**src/rtl/tpu_pkg.sv**
```systemverilog
// Shared parameters, state encoding and helpers for the systolic-array output path.
package tpu_pkg;

  localparam int unsigned SIZE     = 8;
  localparam int unsigned PSUM_W   = 16;
  localparam int unsigned RES_W    = PSUM_W + 1;
  localparam int unsigned MEM_SIZE = SIZE * SIZE;
  localparam int unsigned ADDR_W   = $clog2(MEM_SIZE);
  localparam int unsigned ROW_W    = $clog2(SIZE) + 1;
  localparam int unsigned IDX_W    = $clog2(SIZE);

  typedef enum logic [1:0] {
    StIdle    = 2'd0,
    StCollect = 2'd1,
    StDrain   = 2'd2
  } state_e;

  function automatic logic [RES_W-1:0] sext(input logic [PSUM_W-1:0] v);
    return {{(RES_W - PSUM_W){v[PSUM_W-1]}}, v};
  endfunction

endpackage

```
**src/rtl/psum_col_tracker.sv**
```systemverilog
// Per-column row counter: tracks how many rows of one column have landed and where the next goes.
module psum_col_tracker
  import tpu_pkg::*;
#(
  parameter int unsigned Col = 0
) (
  input  logic              clk,
  input  logic              rst,
  input  logic              clear_i,
  input  logic              valid_i,
  output logic [ROW_W-1:0]  row_o,
  output logic              full_o,
  output logic              wr_o,
  output logic              ovf_o,
  output logic [ADDR_W-1:0] addr_o
);

  logic [ROW_W-1:0] row_q, row_d;

  assign full_o = (row_q == ROW_W'(SIZE));
  assign wr_o   = valid_i & ~full_o;
  assign ovf_o  = valid_i & full_o;
  assign row_o  = row_q;
  // Row-major tile address; only meaningful while the column is not full.
  assign addr_o = ADDR_W'(32'(row_q) * SIZE + Col);

  always_comb begin
    row_d = row_q;
    if (clear_i) begin
      row_d = '0;
    end else if (wr_o) begin
      row_d = row_q + 1'b1;
    end
  end

  always_ff @(posedge clk or posedge rst) begin
    if (rst) begin
      row_q <= '0;
    end else begin
      row_q <= row_d;
    end
  end

endmodule

```
**src/rtl/psum_deskew_collector.sv**
```systemverilog
// De-skews per-column partial sums, adds per-element compensation, stores the tile and
// drains it in row-major order over a valid/ready port.
module psum_deskew_collector
  import tpu_pkg::*;
(
  input  logic                     clk,
  input  logic                     rst,
  input  logic                     start,
  input  logic [SIZE*PSUM_W-1:0]   Psum_in,
  input  logic [SIZE-1:0]          Psum_valid,
  input  logic [SIZE*PSUM_W-1:0]   Comp_in,
  input  logic                     Comp_valid,
  input  logic                     Out_ready,
  output logic                     Out_valid,
  output logic [RES_W-1:0]         Out_data,
  output logic [ADDR_W-1:0]        Out_addr,
  output logic                     busy,
  output logic                     done,
  output logic                     err
);

  state_e state_q, state_d;

  logic [PSUM_W-1:0] comp_q [SIZE][SIZE];
  logic [RES_W-1:0]  mem_q  [MEM_SIZE];
  logic [ROW_W-1:0]  comp_row_q, comp_row_d;
  logic              out_valid_q, out_valid_d;
  logic [RES_W-1:0]  out_data_q, out_data_d;
  logic [ADDR_W-1:0] out_addr_q, out_addr_d, addr_nxt;
  logic              done_q, done_d, err_q, err_d;

  logic              collecting, comp_wr, comp_ovf;
  logic [SIZE-1:0]   wr, ovf, full, miss;
  logic [ROW_W-1:0]  row   [SIZE];
  logic [ADDR_W-1:0] waddr [SIZE];
  logic [RES_W-1:0]  wdata [SIZE];

  // start takes priority over any same-cycle data so an abort never half-fills the new tile.
  assign collecting = (state_q == StCollect) && !start;
  assign comp_wr    = collecting && Comp_valid && (comp_row_q < ROW_W'(SIZE));
  assign comp_ovf   = collecting && Comp_valid && (comp_row_q == ROW_W'(SIZE));
  assign addr_nxt   = out_addr_q + 1'b1;

  for (genvar j = 0; j < SIZE; j++) begin : g_col
    psum_col_tracker #(
      .Col(j)
    ) u_trk (
      .clk    (clk),
      .rst    (rst),
      .clear_i(start),
      .valid_i(Psum_valid[j] & collecting),
      .row_o  (row[j]),
      .full_o (full[j]),
      .wr_o   (wr[j]),
      .ovf_o  (ovf[j]),
      .addr_o (waddr[j])
    );
  end

  // Compensation source: same-cycle bypass, stored row, or missing (treated as zero).
  always_comb begin
    miss = '0;
    for (int j = 0; j < SIZE; j++) begin
      logic [PSUM_W-1:0] c;
      if (comp_wr && (comp_row_q == row[j])) begin
        c = Comp_in[j*PSUM_W +: PSUM_W];
      end else if (comp_row_q > row[j]) begin
        c = comp_q[row[j][IDX_W-1:0]][j];
      end else begin
        c = '0;
        miss[j] = wr[j];
      end
      wdata[j] = sext(Psum_in[j*PSUM_W +: PSUM_W]) + sext(c);
    end
  end

  always_comb begin
    state_d     = state_q;
    out_valid_d = out_valid_q;
    out_data_d  = out_data_q;
    out_addr_d  = out_addr_q;
    done_d      = 1'b0;
    err_d       = err_q | (|ovf) | comp_ovf | (|miss);
    comp_row_d  = comp_row_q + ROW_W'(comp_wr);
    if (start) begin
      state_d     = StCollect;
      out_valid_d = 1'b0;
      out_data_d  = '0;
      out_addr_d  = '0;
      err_d       = 1'b0;
      comp_row_d  = '0;
    end else begin
      case (state_q)
        StCollect: begin
          if (&full) begin
            state_d     = StDrain;
            out_valid_d = 1'b1;
            out_data_d  = mem_q[0];
            out_addr_d  = '0;
          end
        end
        StDrain: begin
          if (out_valid_q && Out_ready) begin
            if (out_addr_q == ADDR_W'(MEM_SIZE - 1)) begin
              state_d     = StIdle;
              out_valid_d = 1'b0;
              out_data_d  = '0;
              out_addr_d  = '0;
              done_d      = 1'b1;
            end else begin
              out_data_d = mem_q[addr_nxt];
              out_addr_d = addr_nxt;
            end
          end
        end
        default: ;
      endcase
    end
  end

  always_ff @(posedge clk or posedge rst) begin
    if (rst) begin
      state_q     <= StIdle;
      comp_row_q  <= '0;
      out_valid_q <= 1'b0;
      out_data_q  <= '0;
      out_addr_q  <= '0;
      done_q      <= 1'b0;
      err_q       <= 1'b0;
    end else begin
      state_q     <= state_d;
      comp_row_q  <= comp_row_d;
      out_valid_q <= out_valid_d;
      out_data_q  <= out_data_d;
      out_addr_q  <= out_addr_d;
      done_q      <= done_d;
      err_q       <= err_d;
    end
  end

  always_ff @(posedge clk or posedge rst) begin
    if (rst) begin
      for (int r = 0; r < SIZE; r++) begin
        for (int j = 0; j < SIZE; j++) begin
          comp_q[r][j] <= '0;
        end
      end
    end else if (comp_wr) begin
      for (int j = 0; j < SIZE; j++) begin
        comp_q[comp_row_q[IDX_W-1:0]][j] <= Comp_in[j*PSUM_W +: PSUM_W];
      end
    end
  end

  always_ff @(posedge clk) begin
    for (int j = 0; j < SIZE; j++) begin
      if (wr[j]) begin
        mem_q[waddr[j]] <= wdata[j];
      end
    end
  end

  assign Out_valid = out_valid_q;
  assign Out_data  = out_data_q;
  assign Out_addr  = out_addr_q;
  assign busy      = (state_q != StIdle);
  assign done      = done_q;
  assign err       = err_q;

endmodule

```
**config.mk**
```make
export PLATFORM = sky130hd
export DESIGN_NAME = psum_deskew_collector
export DESIGN_NICKNAME = d
export VERILOG_FILES = /design/src/rtl/tpu_pkg.sv /design/src/rtl/psum_col_tracker.sv /design/src/rtl/psum_deskew_collector.sv
export SDC_FILE = /design/constraint.sdc
export NUM_CORES = 2
export LEC_CHECK = 0
export ABC_AREA = 1
export ABC_CLOCK_PERIOD_IN_PS = 32900
export CAP_MARGIN = 20
export CORE_MARGIN = 5
export CORE_UTILIZATION = 35
export CTS_BUF_LIST = sky130_fd_sc_hd__clkbuf_8 sky130_fd_sc_hd__clkbuf_16
export CTS_CLUSTER_DIAMETER = 150
export DETAILED_ROUTE_END_ITERATION = 16
export PLACE_DENSITY_LB_ADDON = 0.12
export SETUP_SLACK_MARGIN = 0.02
export SYNTH_ARGS = -nofsm -noshare
export SYNTH_HDL_FRONTEND = slang
export SYNTH_SLANG_ARGS = --single-unit
```
**constraint.sdc**
```tcl
create_clock -name clk -period 32.9 [get_ports clk]
set_clock_uncertainty 0.15 [all_clocks]
set_input_delay 3.29 -clock clk [delete_from_list [all_inputs] [get_ports clk]]
set_output_delay 3.29 -clock clk [all_outputs]
set_load 0.01 [all_outputs]
```
==> metrics.md <==
| Metric | Value |
|---|---|
| Status | complete, no violations |
| Die area | 0.285 sq mm |
| Compound-Gate Fraction of Synth Area | 14.5% |
| Post-CTS Hold Fix Bufs | 0 |
| Slowest CP cell | buf_4 |
| EDFF count, synth | 1088 |
| Via count of the first global-routing pass | 72000 |
| CP Max Fanout | 174 |
| Fin cells | 13600 |
| Top delay family on crit path | buffers and inverters |
| Gp weighted congestion | 1.02 |
| Post-route DRC violation count | 0 |
| HPWL after DPL | 270000 um |
| Endpoint class of the critical path | async pin |
| Routed len/inst | 29.5 um |
| Post-CTS sizing | 0 |
| Worst-Skew Late Latency | 0.90 ns |
| CORE AREA | 0.273 sq mm |
| Ys async rst share | 50.0% |
| WP data arrival | 9.17 ns |
| Final number of setup-violating endpoints | 0 |
| Vias/cell | 5.60 |
| Largest family of logic cells by synthesized area | simple AND/OR/NAND/NOR gates |
| Final worst path period share | 25.7% |
| Final hold violation count | 0 |
| Fill count | 26600 |
| Die width | 534 um |
| # nets final | 10300 |
| Final Core Density | 40.6% |
| Final setup TNS | 0 ns |
| Most used cell, CP | buf_4 |
| Yosys warnings | 0 |
| WP buf/inv | 8 |
| # Post-CTS Setup Buffers | 0 |
| Unrepaired setup endpoints after global routing | false |
| CTS tree | built |
| Sink Count | 2175 |
| Row cnt | 192 |
| Initial Util | 35.1% |
| Max-slew violation count | 0 |
| Worst Path Class, Setup | in -> async |
| Root Driver | clkbuf_16 |
| Dominant synthesized flop cell | edfxtp_1 |
| Total global routing overflow | 0 |
| Vias after detailed routing | 76200 |
| Total CTS buffers | 242 |
| Distinct cells, synth | 51 |
| H-tree Lvls | 4 |
| Leakage power | 45.4 nW |
| Crit path largest cell delay | 0.84 ns |
| # Max-Cap Violations | 0 |
| Worst slew pin tran | 1.25 ns |
| Adder-cell area share of the yosys netlist | 2.50% |
| Mapped cell area | 0.0961 sq mm |
| IO buf count | 295 |
| Initial antenna violation count | 47 |
| Share of cells above drive strength 1 | 6.65% |
| Simple-Gate Fraction of Synth Area | 15.2% |
| Final WL | 402000 um |
| Placed cell count | 13200 |
| Syn Inst Count | 9660 |
| Gr usage total | 27.4% |
| Net Count, Synth | 10100 |
| Syn avg cell area | 9.95 sq um |
| 1st-pass router iterations | 6 |
| Critical path launch point type | input port |
| R2r setup slk | 27.01 ns |
| Seq/Total Area, Yosys | 62.3% |
| Min-Delay Path Class | reg -> reg |
| Final ANT Viol Nets | 0 |
| IO Pins | 296 |
| Multiplexer share of the synthesized area | 0% |
| Crit-path cells | clkdlybuf4s50_1 -> clkinvlp_4 -> buf_4 -> buf_4 -> buf_4 -> buf_4 -> buf_12 -> buf_12 |
| Min cycle time layout | 8.47 ns |
| Pwr/cell area | 64.6 mW/mm^2 |
| CP required | 33.60 ns |
| Max IR drop VDD | 56.4 uV |
| Yosys reg bits | 2175 |
| Worst-path clk slew | 0.06 ns |
| First-pass GRT wire length | 563000 um |
| Die Y | 534 um |
| Largest net degree at the start of global routing | 175 |
| Max clock buf depth | 4 |
| Max Clk Rate | 118 MHz |
| Initial detailed-routing violation count | 9753 |
| Area growth from synthesis to layout | 15.6% |
| XOR/XNOR share of the synthesized area | 1.10% |
| Max-slew headroom | 16.6% |
==> layer usage <==
layer | vias up | wire (um) | global-route usage, %
met2 | 3320 | 178000 | 41.8
li1 | 34000 | - | -
met4 | 16 | 16700 | 9.93
met5 | - | 268 | 0.433
met1 | 38400 | 176000 | 39.3
met3 | 546 | 31500 | 4.66
==> power breakdown <==
group	switching [mW]	internal, mW	total, mW
combinational	0.895	0.333	1.23
clock	1.14	1.55	2.69
sequential	0.0766	3.18	3.26
total	2.11	5.06	7.18
==> flip-flops by register name (all words and copies together), names as in the netlist <==
name and count:
Out_addr 6, Out_data 17, comp_q 1024, comp_row_q 4, done 1, err 1, g_col.u_trk.row_o 32, mem_q 1088
state_q 2
==> worst min-delay path, delay by kind of cell (launching register included) <==
family | cells | cell delay (ns)
DFF | 1 | 0.34
and+or+nand+nor | 2 | 0.10
==> worst paths after layout <==
kind | from | end | cells past startpoint
min in group asynchronous | rst | comp_q[648] | 2
min | Out_data[15] | Out_data[15] | 2
min reg2reg | Out_data[15] | Out_data[15] | 2
max in group clk | start | mem_q[39][8] | 17
max reg2reg | comp_row_q[0] | mem_q[39][8] | 16
max | rst | comp_q[595] | 8
==> metrics by stage <==
step	cell area, sq um	power (mW)	setup slack [ns]	hold slack, ns
6_report	111000	7.18	24.43	0.332
5_1_grt	111000	7.44	23.56	0.347
4_1_cts	111000	7.21	24.32	0.337
3_5_place_dp	103000	4.53	23.37	0.323
3_3_place_gp	103000	4.51	23.53	0.315
2_1_floorplan	96100	3.95	14.46	0.298
==> Yosys cell counts (7+ instances only) <==
cell type / instances / area, sq um
a21o_1: 12 / 90.1
a211oi_1: 12 / 90.1
o221ai_1: 10 / 87.6
fa_1: 8 / 160
o21bai_1: 7 / 52.6
nand2_1: 1915 / 7190
nor3_1: 46 / 230
a31oi_1: 18 / 113
o2111ai_1: 61 / 534
buf_4: 22 / 165
xnor2_1: 33 / 289
nor2_1: 1051 / 3950
o22ai_1: 414 / 2590
a21oi_1: 160 / 801
clkinv_1: 18 / 67.6
ha_1: 179 / 2240
inv_2: 15 / 56.3
nand4_1: 14 / 87.6
xor2_1: 83 / 727
clkbuf_1: 323 / 1210
dfrtp_1: 1087 / 27200
o211ai_1: 185 / 1390
o21ai_0: 1537 / 7690
o21ai_1: 68 / 340
buf_1: 43 / 161
edfxtp_1: 1088 / 32700
inv_1: 431 / 1620
nand3_1: 578 / 2890
buf_2: 181 / 906
nor4_1: 15 / 93.8
==> cells in the final DEF, fill, tap and decap left out, types with 9 or more instances in the layout <==
cell,n
xnor2_1,30
a21oi_1,157
clkinv_2,44
clkbuf_8,24
bufinv_16,16
diode_2,14
a31oi_1,18
clkinvlp_4,9
a21o_1,12
edfxtp_1,1088
o221ai_1,10
o211ai_1,185
clkbuf_16,251
nand4_1,14
a211oi_1,12
buf_4,181
clkdlybuf4s50_1,294
nor2_2,13
o21ai_1,68
o2111ai_1,61
xor2_1,81
clkinv_1,56
nand3_1,575
nor2_1,994
inv_1,480
ha_1,178
inv_2,14
o22ai_1,414
dfrtp_1,1085
nor3_1,45
o21ai_0,1537
nand2_1,1911
nor2_4,50
==> cell type report <==
class | count | area, sq um | share of cell area (%)
Clock inverter | 163 | 1170 | 1.05
Clock buffer | 275 | 6610 | 5.95
Sequential cell | 2175 | 59900 | 53.9
Multi-Input combinational cell | 6449 | 32600 | 29.3
Antenna cell | 14 | 35.0 | 0.0315
Inverter | 465 | 1770 | 1.59
Timing Repair Buffer | 489 | 4530 | 4.08
Tap cell | 3589 | 4490 | 4.04
==> logic make-up (layout without fill, tap and decap cells) <==
| kind of cell | Yosys count | after routing |
|---|---|---|
| AOI/OAI and AO/OA | 2507 | 2507 |
| xor gates and xnor gates | 118 | 118 |
| adders and majority gates | 187 | 187 |
| buffers and inverters | 1036 | 1392 |
| DFF | 2175 | 2175 |
| other | 0 | 14 |
| and+or+nand+nor | 3637 | 3637 |
Power figures use the tool's default switching activity.
